--- config.mk ---
export PLATFORM = sky130hd
export DESIGN_NAME = fetch_sequencer_flat
export DESIGN_NICKNAME = d
export VERILOG_FILES = /design/src/rtl/fetch_sequencer_pkg.sv /design/src/rtl/fetch_sequencer_if.sv /design/src/rtl/fetch_sequencer_tp_counter.sv /design/src/rtl/fetch_sequencer.sv /design/src/flat_wrapper.sv
export SDC_FILE = /design/constraint.sdc
export NUM_CORES = 1
export LEC_CHECK = 0
export ABC_CLOCK_PERIOD_IN_PS = 2100
export CORE_ASPECT_RATIO = 2
export CORE_MARGIN = 2
export CORE_UTILIZATION = 33
export CTS_CLUSTER_DIAMETER = 60
export CTS_CLUSTER_SIZE = 30
export DETAILED_ROUTE_END_ITERATION = 8
export GPL_TIMING_DRIVEN = 0
export PLACE_DENSITY_LB_ADDON = 0.3
export SLEW_MARGIN = 20
export SYNTH_ARGS = -nofsm -noshare
export SYNTH_HDL_FRONTEND = slang
export SYNTH_SLANG_ARGS = --single-unit
--- constraint.sdc ---
create_clock -name clk -period 2.1 [get_ports clk]
set_input_delay 0.315 -clock clk [delete_from_list [all_inputs] [get_ports clk]]
set_output_delay 0.315 -clock clk [all_outputs]
set_load 0.02 [all_outputs]
--- src/rtl/fetch_sequencer_pkg.sv ---
// fetch_sequencer_pkg: timepulse schedule, widths and field helpers shared by the fetch sequencer.
package fetch_sequencer_pkg;
  localparam int WORD_W = 16;
  localparam int ADDR_W = 12;
  localparam int TP_W = 4;
  localparam int TP_COUNT = 12;
  localparam int T_S = 1;
  localparam int T_Z = 2;
  localparam int T_RD = 4;
  localparam int T_G = 6;
  localparam int T_SQ = 7;
  localparam int SQ_HI = 14;
  localparam int SQ_LO = 12;
  typedef logic [TP_W-1:0] tp_t;
  typedef logic [WORD_W-1:0] word_t;
  function automatic logic [SQ_HI-SQ_LO:0] sq_field(input word_t w);
    return w[SQ_HI:SQ_LO];
  endfunction
endpackage

--- src/rtl/fetch_sequencer_if.sv ---
// fetch_sequencer_if: control inputs, register feedback and strobe/bus outputs of the fetch sequencer.
interface fetch_sequencer_if;
  import fetch_sequencer_pkg::*;
  logic start;
  logic stall;
  word_t z_q;
  word_t g_q;
  word_t mem_rdata;
  tp_t tp;
  logic busy;
  logic done;
  logic mem_rd;
  word_t wbus;
  logic s_wren;
  logic z_wren;
  logic g_wren;
  logic sq_wren;
  modport master (
    output start, stall, z_q, g_q, mem_rdata,
    input tp, busy, done, mem_rd, wbus, s_wren, z_wren, g_wren, sq_wren
  );
  modport slave (
    input start, stall, z_q, g_q, mem_rdata,
    output tp, busy, done, mem_rd, wbus, s_wren, z_wren, g_wren, sq_wren
  );
endinterface

--- src/rtl/fetch_sequencer_tp_counter.sv ---
// fetch_sequencer_tp_counter: idle/advance/stall/wrap timepulse counter; 0 is idle.
module fetch_sequencer_tp_counter
  import fetch_sequencer_pkg::*;
(
  input  logic clk,
  input  logic reset,
  input  logic start,
  input  logic stall,
  output tp_t  tp
);
  tp_t tp_nxt;
  always_ff @(posedge clk or posedge reset)
    if (reset) tp <= '0;
    else tp <= tp_nxt;
  // the last timepulse chains straight into a new cycle when start is already up
  always_comb begin
    tp_nxt = tp;
    tp_nxt = (tp == '0) ? tp_t'(start) :
             stall ? tp :
             (tp == tp_t'(TP_COUNT)) ? tp_t'(start) : tp + tp_t'(1);
  end
endmodule

--- src/rtl/fetch_sequencer.sv ---
// fetch_sequencer: runs a 12-timepulse fetch (S<-Z, Z<-Z+1, read, G<-mem, SQ<-G) driving register enables and wbus.
module fetch_sequencer
  import fetch_sequencer_pkg::*;
(
  input logic clk,
  input logic reset,
  fetch_sequencer_if.slave bus
);
  tp_t tp;
  logic adv;
  fetch_sequencer_tp_counter u_tp (
    .clk   (clk),
    .reset (reset),
    .start (bus.start),
    .stall (bus.stall),
    .tp    (tp)
  );
  // a strobe fires only on the cycle its timepulse advances, so stalls never repeat it
  assign adv = (tp != '0) && !bus.stall;
  assign bus.tp = tp;
  assign bus.busy = tp != '0;
  assign bus.done = adv && tp == tp_t'(TP_COUNT);
  assign bus.mem_rd = adv && tp == tp_t'(T_RD);
  assign bus.s_wren = adv && tp == tp_t'(T_S);
  assign bus.z_wren = adv && tp == tp_t'(T_Z);
  assign bus.g_wren = adv && tp == tp_t'(T_G);
  assign bus.sq_wren = adv && tp == tp_t'(T_SQ);
  assign bus.wbus = bus.s_wren ? bus.z_q :
                    bus.z_wren ? bus.z_q + word_t'(1) :
                    bus.g_wren ? bus.mem_rdata :
                    bus.sq_wren ? bus.g_q : '0;
endmodule

--- src/flat_wrapper.sv ---
// flat-port wrapper written by rule: the top's interface ports become plain ports
module fetch_sequencer_flat import fetch_sequencer_pkg::*;
  (clk, reset, bus_start, bus_stall, bus_z_q, bus_g_q, bus_mem_rdata, bus_tp, bus_busy, bus_done, bus_mem_rd, bus_wbus, bus_s_wren, bus_z_wren, bus_g_wren, bus_sq_wren);
  fetch_sequencer_if bus_i ();
  input logic clk;
  input logic reset;
  input wire logic [$bits(bus_i.start)-1:0] bus_start;
  input wire logic [$bits(bus_i.stall)-1:0] bus_stall;
  input wire logic [$bits(bus_i.z_q)-1:0] bus_z_q;
  input wire logic [$bits(bus_i.g_q)-1:0] bus_g_q;
  input wire logic [$bits(bus_i.mem_rdata)-1:0] bus_mem_rdata;
  output wire logic [$bits(bus_i.tp)-1:0] bus_tp;
  output wire logic [$bits(bus_i.busy)-1:0] bus_busy;
  output wire logic [$bits(bus_i.done)-1:0] bus_done;
  output wire logic [$bits(bus_i.mem_rd)-1:0] bus_mem_rd;
  output wire logic [$bits(bus_i.wbus)-1:0] bus_wbus;
  output wire logic [$bits(bus_i.s_wren)-1:0] bus_s_wren;
  output wire logic [$bits(bus_i.z_wren)-1:0] bus_z_wren;
  output wire logic [$bits(bus_i.g_wren)-1:0] bus_g_wren;
  output wire logic [$bits(bus_i.sq_wren)-1:0] bus_sq_wren;
  assign bus_i.start = bus_start;
  assign bus_i.stall = bus_stall;
  assign bus_i.z_q = bus_z_q;
  assign bus_i.g_q = bus_g_q;
  assign bus_i.mem_rdata = bus_mem_rdata;
  assign bus_tp = bus_i.tp;
  assign bus_busy = bus_i.busy;
  assign bus_done = bus_i.done;
  assign bus_mem_rd = bus_i.mem_rd;
  assign bus_wbus = bus_i.wbus;
  assign bus_s_wren = bus_i.s_wren;
  assign bus_z_wren = bus_i.z_wren;
  assign bus_g_wren = bus_i.g_wren;
  assign bus_sq_wren = bus_i.sq_wren;
  fetch_sequencer u_core (.clk(clk), .reset(reset), .bus(bus_i));
endmodule
==> flow_summary.toml <==
[run_status]
status = "complete, but fails checks"
violations = "setup timing"

[global_route]
grt_max_degree = 11
grt_antenna_before_repair = 0
grt_pass1_wl_um = 8560
grt_usage = 0.284
grt_pass1_vias = 1869
grt-ovfl-total = 0

[floorplan]
dieArea_um2 = 4070
core_um2 = 3380
initial_core_util = 0.346
die_height_um = 88.2
floorplan.io_pins = 79
die_w_um = 46.1
std_cell_rows = 30

[worst_setup_path]
crit_path_frequent_cell = "buf_6"
cp.required_ns = 1.78
cp.arrival_ns = 2.08
critPathMaxFanout = 4
worstPathCellList = "buf_6 > ha_4 > nor3b_4 > buf_4 > a221o_1 > a311oi_2 > nor2_2 > buf_6"
r2r_cells = 8
endpoint_kind = "primary output"
slowest_stage = "dfrtp_2"
start_kind = "register"
rrSetupSlack_ns = 0.35
critPathMaxStageDelay_ns = 0.45
worstReg2RegEnd = "u_core.u_tp.tp[1]$_DFFE_PP0P_"
criticalPathCategory = "reg -> out"
startpoint = "u_core.u_tp.tp[1]$_DFFE_PP0P_"
reg2reg_from = "u_core.u_tp.tp[0]$_DFFE_PP0P_"

[clock_network]
ctsHoldBuffers = 0
numCtsBuffers = 3
cts_max_level = 1
root_buffer = "clkbuf_8"
path_clk_slew_ns = 0.04
cts.path.max_buffers = 2
cts_tree = "done"
cts.sinks = 4
clock_latency_ns = 0.22

[cells_and_area]
top_register = "u_core.u_tp.tp"
largest_reg_flops = 4
num_antenna_cells = 0
final_layout_size_suffix_gt1_frac = 0.504
area_growth_pct = 134
reg_top3 = "u_core.u_tp.tp x4"
fin_nets = 338
num-fill-cells = 204

[logic_synthesis]
synth_async_sr_flop_share = 1.00
syn_nets = 207
syn_inst = 150
syn_area_um2 = 1170
yosysWarnings = 0
synth_ff_type = "dfrtp_1"
synth_cell_types = 52
avgSynthCellArea_um2 = 7.80
ys_ff_latch = 4
synth_edf_count = 0
ys_seq_area_frac = 0.0856

[sta]
fin_worst_skew_ns = 0.00599
holdWs_ns = 0.296
worstMarginPinSlew_ns = 0.413
fin_crit_ns = 2.39
fmax_mhz = 418
setup_slack_ns = -0.294
relSlewSlack = 0.724
grt_setup_unrepaired = "true"
hold_viol = 0
setup_viol = 16
fin_crit_sh = 1.14
drv_slew = 0

[detailed_routing]
routed_via_density = 6.32
drtIter0Drc = 85
post_drt_wl_per_cell_um = 21.0
first_pass_iters = 4
drtAntennaViolNets = 0
drt-total-wl_um = 6550
drcViolationCount = 0
vias = 1972

[placed_design]
port_buffers = 78
dp_hpwl_um = 3710
gp_congestion = 0.901

[power]
irDropWorstVdd_v = 0.000806
power_leakage_nw = 1.18
total_power_mw = 2.55
p_per_area_nw_per_um2 = 930

[hold_path]
min_path_type = "in -> async"

[run]
drv_cap = 0
## power by group
group	leakage [nW]	switching, mW	internal [mW]
Clock	0.0228	0.0432	0.130
Combinational	1.11	1.07	1.11
Sequential	0.0454	0.0753	0.121
Total	1.18	1.19	1.36
## through the flow
step                      utilization  cell area [um^2]  setup TNS, ns  instances  setup slack (ns)
after global placement          0.606              2050         -14.71        260            -0.914
after detailed placement        0.606              2050         -15.01        260            -0.953
after CTS                       0.740              2500          -3.64        298            -0.309
after floorplan                     -              1230        -0.0201        150           -0.0201
after global routing            0.810              2740          -4.85        312            -0.365
final                           0.810              2740          -3.90        312            -0.294
## cell usage after synthesis (3+ instances only)
master / instances / share of area
nand2_1: 15 / 0.048
a21oi_1: 13 / 0.056
o21ai_0: 10 / 0.043
nor2_1: 9 / 0.029
nand3_1: 7 / 0.030
a221oi_1: 5 / 0.037
ha_1: 5 / 0.053
inv_1: 5 / 0.016
a221oi_2: 4 / 0.051
and3_1: 4 / 0.021
and4_1: 4 / 0.030
buf_6: 4 / 0.038
dfrtp_1: 4 / 0.086
o21ai_1: 4 / 0.017
a222oi_1: 3 / 0.026
buf_2: 3 / 0.013
nand4_1: 3 / 0.016
## worst max-delay path: cells and delay by family, from the launching register on
| kind | cells | cell delay [ns] |
|---|---|---|
| AO/OA/AOI/OAI | 2 | 0.60 |
| flip-flops | 1 | 0.45 |
| buffers and inverters | 3 | 0.41 |
| AND/OR/NAND/NOR | 2 | 0.23 |
| adder cells (fa/ha/maj) | 1 | 0.17 |
## cells by family after synthesis
kind of cell    after synthesis  synth area share
flops                         4            0.0856
mux                           1           0.00856
simple gates                 60             0.327
compound gates               63             0.432
fa+ha+maj                     5            0.0535
buf+inv                      16            0.0856
xor+xnor                      1           0.00749
## cells in the final DEF, fill, tap and decap left out, types with 4 or more instances in the layout
cell type        count
buf_6               23
dlymetal6s2s_1       4
o21ai_2              6
ha_4                 5
o21ai_1              4
nor2_2               4
clkdlybuf4s50_1     46
dlygate4sd2_1        6
a21oi_1             10
buf_4               42
a311oi_2             4
nand2_1             15
nor2_1               5
a221oi_2             6
o21ai_0              5
nand3_1              6
buf_8                5
## what timing repair did
item                                    4_1_cts  5_1_grt
pin swaps                                    24       12
gates cloned                                  4        0
setup buffers                                30       15
resized for setup                           149       44
endpoints found under the setup margin       22       21
endpoints found under the hold margin         0        0
## metal layers
metal | GRT usage | vias to the layer above | wire length, um
met5 | 0 | - | 0
li1 | - | 871 | -
met4 | 0.169 | 0 | 457
met2 | 0.545 | 138 | 3660
met1 | 0.258 | 920 | 2030
met3 | 0.0330 | 43 | 402
## worst max path at each step
| stage | endpoint | depth (start not counted) | slack (ns) |
|---|---|---|---|
| after floorplan | bus_wbus[2] | 6 | -0.02 |
| after global placement | bus_wbus[14] | 9 | -0.91 |
| after detailed placement | bus_wbus[14] | 9 | -0.95 |
| after CTS | bus_wbus[13] | 8 | -0.31 |
| after global routing | bus_wbus[8] | 9 | -0.36 |
| final | bus_wbus[13] | 8 | -0.29 |
## cell type report
| type | count | area (um^2) | share of cell area |
|---|---|---|---|
| sequential | 4 | 104 | 0.0380 |
| clock buffer | 4 | 45.0 | 0.0165 |
| timing repair buffer | 126 | 1190 | 0.435 |
| inverter | 7 | 43.8 | 0.0160 |
| tap | 32 | 40.0 | 0.0146 |
| timing repair inverter | 1 | 8.76 | 0.00320 |
| buffer | 8 | 95.1 | 0.0348 |
| multi-input combinational | 130 | 1210 | 0.442 |
Power figures use the tool's default switching activity.
